### src/rtl/user_project_mux.sv
// -----------------------------------------------------------------------------
// user_project_mux
//
// Hosts NUM_SLOTS independent user projects behind one Caravel user-area
// interface.
//   * Management Wishbone accesses are decoded on wbs_adr_i[23:20]:
//     slot index (< NUM_SLOTS), control bank (4'hF) or unmapped.
//   * The control bank holds CTRL (active_slot, irq_en, soft_rst) at offset
//     0x0 and STATUS (timeout flag, last timed-out slot) at offset 0x4.
//   * The GPIO pads are driven by the slot named in active_slot.
//   * Slot interrupts are masked by irq_en and OR-merged onto user_irq.
//
// Optional build macro: USER_PROJECT_MUX_TIMEOUT_EN
//   defined   : a slot that does not ack within TIMEOUT_CYCLES is aborted,
//               ERR_DATA is returned and STATUS records the event.
//   undefined : forwarded accesses wait indefinitely; STATUS reads 0.
//
// Ports
//   wb_clk_i, wb_rst_i            clock, synchronous active-high reset
//   wbs_*                         management Wishbone slave port
//   slot_cyc_o/slot_stb_o         one-hot per-slot cycle/strobe
//   slot_we_o/sel/adr/dat_o       shared, registered request fields
//   slot_ack_i, slot_dat_i        per-slot ack and read data (32 bits each)
//   slot_rst_o                    per-slot registered reset
//   io_in, slot_io_in_o           pad inputs, broadcast to all slots
//   slot_io_out_i/slot_io_oeb_i   per-slot pad drive (IO_PADS bits each)
//   io_out, io_oeb                pad drive of the active slot
//   slot_irq_i, user_irq          per-slot irqs (3 each), merged irqs
// -----------------------------------------------------------------------------
module user_project_mux #(
  parameter int          NUM_SLOTS      = 4,
  parameter int          IO_PADS        = 38,
  parameter int          TIMEOUT_CYCLES = 255,
  parameter logic [31:0] ERR_DATA       = 32'hDEAD_BEEF
) (
  input  logic                         wb_clk_i,
  input  logic                         wb_rst_i,
  input  logic                         wbs_cyc_i,
  input  logic                         wbs_stb_i,
  input  logic                         wbs_we_i,
  input  logic [3:0]                   wbs_sel_i,
  input  logic [31:0]                  wbs_adr_i,
  input  logic [31:0]                  wbs_dat_i,
  output logic                         wbs_ack_o,
  output logic [31:0]                  wbs_dat_o,
  output logic [NUM_SLOTS-1:0]         slot_cyc_o,
  output logic [NUM_SLOTS-1:0]         slot_stb_o,
  output logic                         slot_we_o,
  output logic [3:0]                   slot_sel_o,
  output logic [31:0]                  slot_adr_o,
  output logic [31:0]                  slot_dat_o,
  input  logic [NUM_SLOTS-1:0]         slot_ack_i,
  input  logic [NUM_SLOTS*32-1:0]      slot_dat_i,
  output logic [NUM_SLOTS-1:0]         slot_rst_o,
  input  logic [IO_PADS-1:0]           io_in,
  output logic [IO_PADS-1:0]           slot_io_in_o,
  input  logic [NUM_SLOTS*IO_PADS-1:0] slot_io_out_i,
  input  logic [NUM_SLOTS*IO_PADS-1:0] slot_io_oeb_i,
  output logic [IO_PADS-1:0]           io_out,
  output logic [IO_PADS-1:0]           io_oeb,
  input  logic [NUM_SLOTS*3-1:0]       slot_irq_i,
  output logic [2:0]                   user_irq
);

  typedef enum logic [1:0] {
    IDLE = 2'd0,
    FWD  = 2'd1,
    RESP = 2'd2
  } state_t;

  localparam logic [3:0]  CTRL_IDX    = 4'hF;
  localparam logic [3:0]  SLOT_LIMIT  = 4'(NUM_SLOTS);
  localparam logic [19:0] OFS_CTRL    = 20'h0_0000;
  localparam logic [19:0] OFS_STATUS  = 20'h0_0004;

  state_t state, state_next;

  // Latched request
  logic [2:0]           idx_q;
  logic [31:0]          rdata_q;

  // Control bank
  logic [2:0]           active_slot;
  logic [NUM_SLOTS-1:0] irq_en;
  logic [NUM_SLOTS-1:0] soft_rst;

  // Request decode (valid only while the FSM is IDLE)
  logic        req;
  logic [3:0]  req_idx;
  logic        req_slot;
  logic        req_ctrl;
  logic        accept;
  logic        ctrl_wr;
  logic        status_wr;
  logic [31:0] ctrl_rdata;
  logic [31:0] status_rdata;

  // Selected-slot response
  logic        sel_ack;
  logic [31:0] sel_rdata;
  logic        tmo_hit;

  assign req       = wbs_cyc_i & wbs_stb_i;
  assign req_idx   = wbs_adr_i[23:20];
  assign req_slot  = (req_idx < SLOT_LIMIT);
  assign req_ctrl  = (req_idx == CTRL_IDX);
  assign accept    = (state == IDLE) & req;
  assign ctrl_wr   = accept & req_ctrl & wbs_we_i & (wbs_adr_i[19:0] == OFS_CTRL);
  assign status_wr = accept & req_ctrl & wbs_we_i & (wbs_adr_i[19:0] == OFS_STATUS);

  // NOTE: every variable assigned in an always_comb gets a default on entry,
  // so no path leaves it unassigned and no latch is inferred.
  always_comb begin
    sel_ack   = 1'b0;
    sel_rdata = '0;
    for (int k = 0; k < NUM_SLOTS; k++) begin
      if (idx_q == 3'(k)) begin
        sel_ack   = slot_ack_i[k];
        sel_rdata = slot_dat_i[32*k +: 32];
      end
    end
  end

`ifdef USER_PROJECT_MUX_TIMEOUT_EN
  logic [15:0] tmo_cnt;
  logic        tmo_flag;
  logic [2:0]  tmo_slot;

  // Counter holds the number of cycles already spent in FWD; the abort fires
  // in the TIMEOUT_CYCLES-th cycle unless the slot acks in that same cycle.
  assign tmo_hit = (state == FWD) && (tmo_cnt == 16'(TIMEOUT_CYCLES - 1));

  always_ff @(posedge wb_clk_i) begin
    if (wb_rst_i) begin
      tmo_cnt  <= '0;
      tmo_flag <= 1'b0;
      tmo_slot <= '0;
    end else begin
      tmo_cnt <= (state == FWD) ? tmo_cnt + 16'd1 : 16'd0;
      if (tmo_hit && wbs_cyc_i && !sel_ack) begin
        tmo_flag <= 1'b1;
        tmo_slot <= idx_q;
      end else if (status_wr && wbs_sel_i[0] && wbs_dat_i[0]) begin
        tmo_flag <= 1'b0;
      end
    end
  end

  assign status_rdata = {21'd0, tmo_slot, 7'd0, tmo_flag};
`else
  logic unused_timeout_cfg;
  assign tmo_hit            = 1'b0;
  assign status_rdata       = '0;
  assign unused_timeout_cfg = ^{ERR_DATA, 32'(TIMEOUT_CYCLES), status_wr};
`endif

  always_comb begin
    ctrl_rdata = '0;
    if (wbs_adr_i[19:0] == OFS_CTRL) begin
      ctrl_rdata[2:0]             = active_slot;
      ctrl_rdata[8 +: NUM_SLOTS]  = irq_en;
      ctrl_rdata[16 +: NUM_SLOTS] = soft_rst;
    end else if (wbs_adr_i[19:0] == OFS_STATUS) begin
      ctrl_rdata = status_rdata;
    end
  end

  // ---------------------------------------------------------------------------
  // FSM: state register / next state / outputs
  // ---------------------------------------------------------------------------
  // NOTE: sequential state uses non-blocking assignments so every register
  // samples its inputs from the same pre-edge values.
  always_ff @(posedge wb_clk_i) begin
    if (wb_rst_i) state <= IDLE;
    else          state <= state_next;
  end

  always_comb begin
    state_next = state;
    case (state)
      IDLE: if (req) state_next = req_slot ? FWD : RESP;
      // Master withdrawing cyc abandons the access without an ack.
      FWD: begin
        if (!wbs_cyc_i)              state_next = IDLE;
        else if (sel_ack || tmo_hit) state_next = RESP;
      end
      RESP:    state_next = IDLE;
      default: state_next = IDLE;
    endcase
  end

  always_comb begin
    slot_cyc_o = '0;
    slot_stb_o = '0;
    wbs_ack_o  = 1'b0;
    case (state)
      FWD: begin
        for (int k = 0; k < NUM_SLOTS; k++) begin
          if (idx_q == 3'(k)) begin
            slot_cyc_o[k] = 1'b1;
            slot_stb_o[k] = 1'b1;
          end
        end
      end
      RESP:    wbs_ack_o = 1'b1;
      default: ;
    endcase
  end

  // ---------------------------------------------------------------------------
  // Request latch and response data
  // ---------------------------------------------------------------------------
  always_ff @(posedge wb_clk_i) begin
    if (wb_rst_i) begin
      idx_q      <= '0;
      slot_we_o  <= 1'b0;
      slot_sel_o <= '0;
      slot_adr_o <= '0;
      slot_dat_o <= '0;
      rdata_q    <= '0;
    end else if (accept) begin
      idx_q      <= req_idx[2:0];
      slot_we_o  <= wbs_we_i;
      slot_sel_o <= wbs_sel_i;
      slot_adr_o <= wbs_adr_i;
      slot_dat_o <= wbs_dat_i;
      // Control reads return the bank contents, unmapped reads return 0.
      rdata_q    <= req_ctrl ? ctrl_rdata : 32'd0;
    end else if (state == FWD && wbs_cyc_i) begin
      // A real ack beats a simultaneous timeout.
      if (sel_ack)      rdata_q <= sel_rdata;
      else if (tmo_hit) rdata_q <= ERR_DATA;
    end
  end

  assign wbs_dat_o = rdata_q;

  // ---------------------------------------------------------------------------
  // CTRL register and per-slot resets
  // ---------------------------------------------------------------------------
  always_ff @(posedge wb_clk_i) begin
    if (wb_rst_i) begin
      active_slot <= '0;
      irq_en      <= '0;
      soft_rst    <= '0;
      slot_rst_o  <= '1;
    end else begin
      slot_rst_o <= soft_rst;
      if (ctrl_wr) begin
        // An out-of-range slot number would select no pad driver; drop it.
        if (wbs_sel_i[0] && ({1'b0, wbs_dat_i[2:0]} < SLOT_LIMIT))
          active_slot <= wbs_dat_i[2:0];
        if (wbs_sel_i[1]) irq_en   <= wbs_dat_i[8 +: NUM_SLOTS];
        if (wbs_sel_i[2]) soft_rst <= wbs_dat_i[16 +: NUM_SLOTS];
      end
    end
  end

  // ---------------------------------------------------------------------------
  // Pad mux and interrupt merge
  // ---------------------------------------------------------------------------
  assign slot_io_in_o = io_in;

  always_comb begin
    io_out = '0;
    io_oeb = '1;
    for (int k = 0; k < NUM_SLOTS; k++) begin
      if (active_slot == 3'(k)) begin
        io_out = slot_io_out_i[IO_PADS*k +: IO_PADS];
        io_oeb = slot_io_oeb_i[IO_PADS*k +: IO_PADS];
      end
    end
  end

  always_comb begin
    user_irq = '0;
    for (int k = 0; k < NUM_SLOTS; k++) begin
      user_irq = user_irq | (slot_irq_i[3*k +: 3] & {3{irq_en[k]}});
    end
  end

endmodule

### config.mk
export PLATFORM = sky130hd
export DESIGN_NAME = user_project_mux
export DESIGN_NICKNAME = d
export VERILOG_FILES = /design/src/rtl/user_project_mux.sv
export SDC_FILE = /design/constraint.sdc
export NUM_CORES = 1
export LEC_CHECK = 0
export BUFFER_PORTS_ARGS = -buffer_cell sky130_fd_sc_hd__buf_2
export CAP_MARGIN = 15
export CORE_AREA = 2 2 307 309
export DETAILED_ROUTE_END_ITERATION = 8
export DIE_AREA = 0 0 309 311
export PLACE_DENSITY_LB_ADDON = 0.05
export SLEW_MARGIN = 20
export SYNTH_ARGS = -nofsm -noshare
export SYNTH_HDL_FRONTEND = slang
export SYNTH_SLANG_ARGS = --single-unit
### constraint.sdc
create_clock -name wb_clk_i -period 3.6 [get_ports wb_clk_i]
set_input_delay 0.72 -clock wb_clk_i [delete_from_list [all_inputs] [get_ports wb_clk_i]]
set_output_delay 0.72 -clock wb_clk_i [all_outputs]
set_load 0.1 [all_outputs]
==> key figures <==
Run status
  – Status: finished clean

Clocking
  – Clock Path Buffers: 2
  – CTS H-tree depth: 4
  – Post-CTS setup buffer count: 0
  – PostCTS Resize Cnt: 0
  – Clock-pin slew on the worst setup and hold paths: 0.06 ns
  – Later-pin clock latency in the skew report: 0.47 ns
  – CTS tree: done
  – Root buf cell: clkbuf_16
  – CTS buffer count: 17
  – Clock Sinks: 118
  – Hold buffers post-CTS: 0

Worst hold path
  – Beginning of the worst hold path: slot_dat_o[5]
  – Hold Crit Endpoint: slot_dat_o[5]
  – Hold depth: 2
  – HP Class: flip-flop to flip-flop

Yosys
  – Syn_nets: 1400
  – Combinational family with the most area after synthesis: multiplexers
  – Ys flop type: dfxtp_1
  – #FFs+latches synth: 118
  – Unique cell type count in the Yosys netlist: 43
  – Synth Area in Compound Gates: 0.1490
  – Synthesized-area fraction occupied by adder cells: 0
  – Synth Instances: 841
  – EDFF count, synth: 0
  – Async set-or-reset flop fraction in the synthesized netlist: 0
  – Warnings from Yosys: 0
  – Xor/xnor share of the synthesized area: 0
  – Syn Area/Cell: 9.425 um2
  – Seq/Total Area, Yosys: 0.2980
  – Netlist Area Pre-Place: 7926 um2
  – Post-synthesis simple-gate area fraction: 0.1809
  – Mux contribution to synthesized area: 0.2854

Die
  – Top Ports: 790
  – Initial Util: 0.08544
  – Die area: 96100 um2
  – Rows: 112
  – Width of the die: 309 um
  – Core area: 92770 um2
  – Die height: 311 um

Power and ir drop
  – Max VDD drop: 364.3 uV
  – Pleak: 0.005788 uW
  – Sw Pwr: 1887 uW
  – Switch share: 0.3887
  – Internal: 2968 uW
  – Clock share of power: 0.398
  – Power share of the combinational group: 0.317
  – PwrDens: 362.3 nW/um2
  – Power share of the sequential group: 0.285

Timing
  – Fmax: 0.3083 GHz
  – Count of final setup violators: 0
  – Setup total negative slack: 0 ns
  – Hold Fails Final Rpt: 0
  – Fin crit share: 0.9009
  – Tmin final: 3.243 ns
  – Final setup margin: 0.3567 ns
  – RSZ-0062 raised after global routing: false
  – Max_slew headroom: 0.3995
  – Worst-Margin Slew: 0.9007 ns
  – Worst Skew: 0.01034 ns
  – Max-slew violation count: 0

Worst setup path
  – Worst Setup Path Type: flip-flop to output pin
  – Crit path max fanout: 20
  – Worst Setup Start Kind: flip-flop
  – R2R depth: 4
  – Worst-path cell chain: buf_12 > mux4_2 > or2_2 > buf_2
  – Setup crit end kind: output pin
  – R2R Setup Slk: 1.22 ns
  – RR Startpoint: slot_adr_o[22]
  – Slowest cell on crit path: dfxtp_4
  – Worst reg2reg path endpoint: wbs_dat_o[18]
  – Required time of the worst setup path: 2.88 ns
  – Crit path from: active_slot[0]
  – CP arrival: 2.52 ns
  – Slowest stage delay, CP: 0.61 ns

Route
  – Vias: 9388
  – First-pass detailed-route iteration total: 4
  – Final ANT Viol Nets: 0
  – Routed wire length: 62210 um
  – Routed vias/inst: 3.416
  – Routed WL per cell: 22.64 um
  – DRC Markers: 0
  – Drt initial violations: 344

Finish
  – Layout cells sized above 1: 0.6080
  – Area Growth Syn to Fin: 69.09%
  – Nets: 2028
  – Final Cell Area: 13400 um2
  – Non-Filler Instances: 2748

Placement
  – Placed cell areas: 12730 um2
  – Routability congestion estimate: 0.8690
  – Detail Placement HPWL: 51800 um
  – Placed insts: 2704
  – Port buffer count: 713
  – Pre-CTS setup slack: 0.6835 ns

Run
  – MaxCap Viol Count: 0

Global routing
  – Largest net degree at the start of global routing: 83
  – GRT Total Usage: 0.1246
  – Vias in the first global route: 9818
  – First-pass GRT wire length: 82610 um
  – GRT overflow: 0
  – Initial antenna violation count: 32
==> cell usage after synthesis (2+ instances only) <==
cell | n | share of area
nand2_1 | 145 | 0.069
dfxtp_1 | 118 | 0.30
mux4_2 | 76 | 0.22
a21oi_1 | 71 | 0.045
mux2i_1 | 55 | 0.069
clkbuf_1 | 53 | 0.025
buf_4 | 47 | 0.045
or2_2 | 42 | 0.033
nor2b_1 | 40 | 0.032
nand2b_1 | 23 | 0.018
o21ai_0 | 23 | 0.015
a22o_1 | 21 | 0.023
o221ai_1 | 21 | 0.023
buf_2 | 18 | 0.011
nor2_1 | 16 | 0.0076
o22ai_1 | 12 | 0.0095
a32oi_1 | 11 | 0.012
a221oi_1 | 10 | 0.011
a22oi_1 | 6 | 0.0057
nor3_1 | 5 | 0.0032
buf_1 | 3 | 0.0014
dlygate4sd1_1 | 2 | 0.0022
nand3_1 | 2 | 0.0013
nand4_1 | 2 | 0.0016
==> per-stage QoR <==
step                      utilization  hold slack, ns  power (uW)
after global routing           0.1444          0.4471        5114
after floorplan                     -          0.4417        2613
after detailed placement       0.1372          0.4430        2983
after CTS                      0.1442          0.4192        5019
final                          0.1445          0.4500        4855
after global placement         0.1372          0.4405        2985
==> power groups by stage <==
stage                     Combinational [uW]  Sequential (uW)  Clock, uW
after floorplan                          852             1760          0
after global placement                  1570             1410          0
after detailed placement                1570             1410          0
after CTS                               1570             1390       2060
after global routing                    1630             1390       2090
final                                   1540             1390       1930
==> placed cells by master (no fill, tap or decap), types with 2 or more instances in the layout <==
cell type   count
a32oi_1        11
buf_2         712
diode_2        12
a22o_1         21
o22ai_1        12
nand3_1         2
or2_2          42
nor2_4          2
a21oi_1        71
bufinv_16       3
nand4_1         2
nand2_1       145
clkinv_4        2
mux4_2         76
nor2b_1        40
buf_4          14
inv_6           4
clkbuf_16      18
nand2b_1       23
dfxtp_1       114
buf_12          8
a221oi_1       10
clkinvlp_4      2
nor2_1         14
nor3_1          2
o221ai_1       21
mux2i_1        55
clkbuf_8        2
o21ai_0        22
a22oi_1         6
dfxtp_4         3
nor3_4          2
==> sequential cells by signal, indices dropped and copies added (netlist names) <==
signal,count
slot_adr_o,32
slot_dat_o,32
wbs_dat_o,32
irq_en,4
slot_rst_o,4
slot_sel_o,4
soft_rst,4
active_slot,3
state,2
slot_we_o,1
==> layer usage <==
layer,global-route usage,vias up,part of all wire
met1,0.1278,4533,0.36
met2,0.2308,431,0.53
met3,0.05047,70,0.090
li1,-,4328,-
met5,0,-,0.0027
met4,0.03354,26,0.016
==> worst max-delay path by stage <==
stage / slack [ns] / to / cells after the start
finish: 0.36 / io_oeb[17] / 4
floorplan: 0.08 / slot_stb_o[1] / 5
global placement: 0.67 / irq_en[0] / 6
detailed placement: 0.68 / irq_en[1] / 7
CTS: 0.20 / io_out[21] / 4
global route: 0.12 / io_out[21] / 4
==> worst max-delay path, delay by kind of cell (launching register included) <==
| kind | cells | cell delay (ns) |
|---|---|---|
| flip-flops | 1 | 0.61 |
| multiplexers | 1 | 0.55 |
| AND/OR/NAND/NOR | 1 | 0.30 |
| buffers and inverters | 2 | 0.56 |
==> cell families (layout without fill, tap and decap cells) <==
kind of cell / count (synthesis) / in the layout
AND/OR/NAND/NOR: 288 / 288
flip-flops: 118 / 118
multiplexers: 131 / 131
other: 0 / 12
AO/OA/AOI/OAI: 179 / 179
buffers and inverters: 125 / 766
==> layout make-up <==
cell class	instances	area (um2)
flip-flops and latches	118	2375
repair buffers	734	3829
clock inverters	12	162.7
diodes	12	30.03
multi-input cells	598	4960
fillers	10763	79370
clock buffers	20	478.0
well taps	1254	1569
Note: power is estimated with default switching activity, not from simulation.
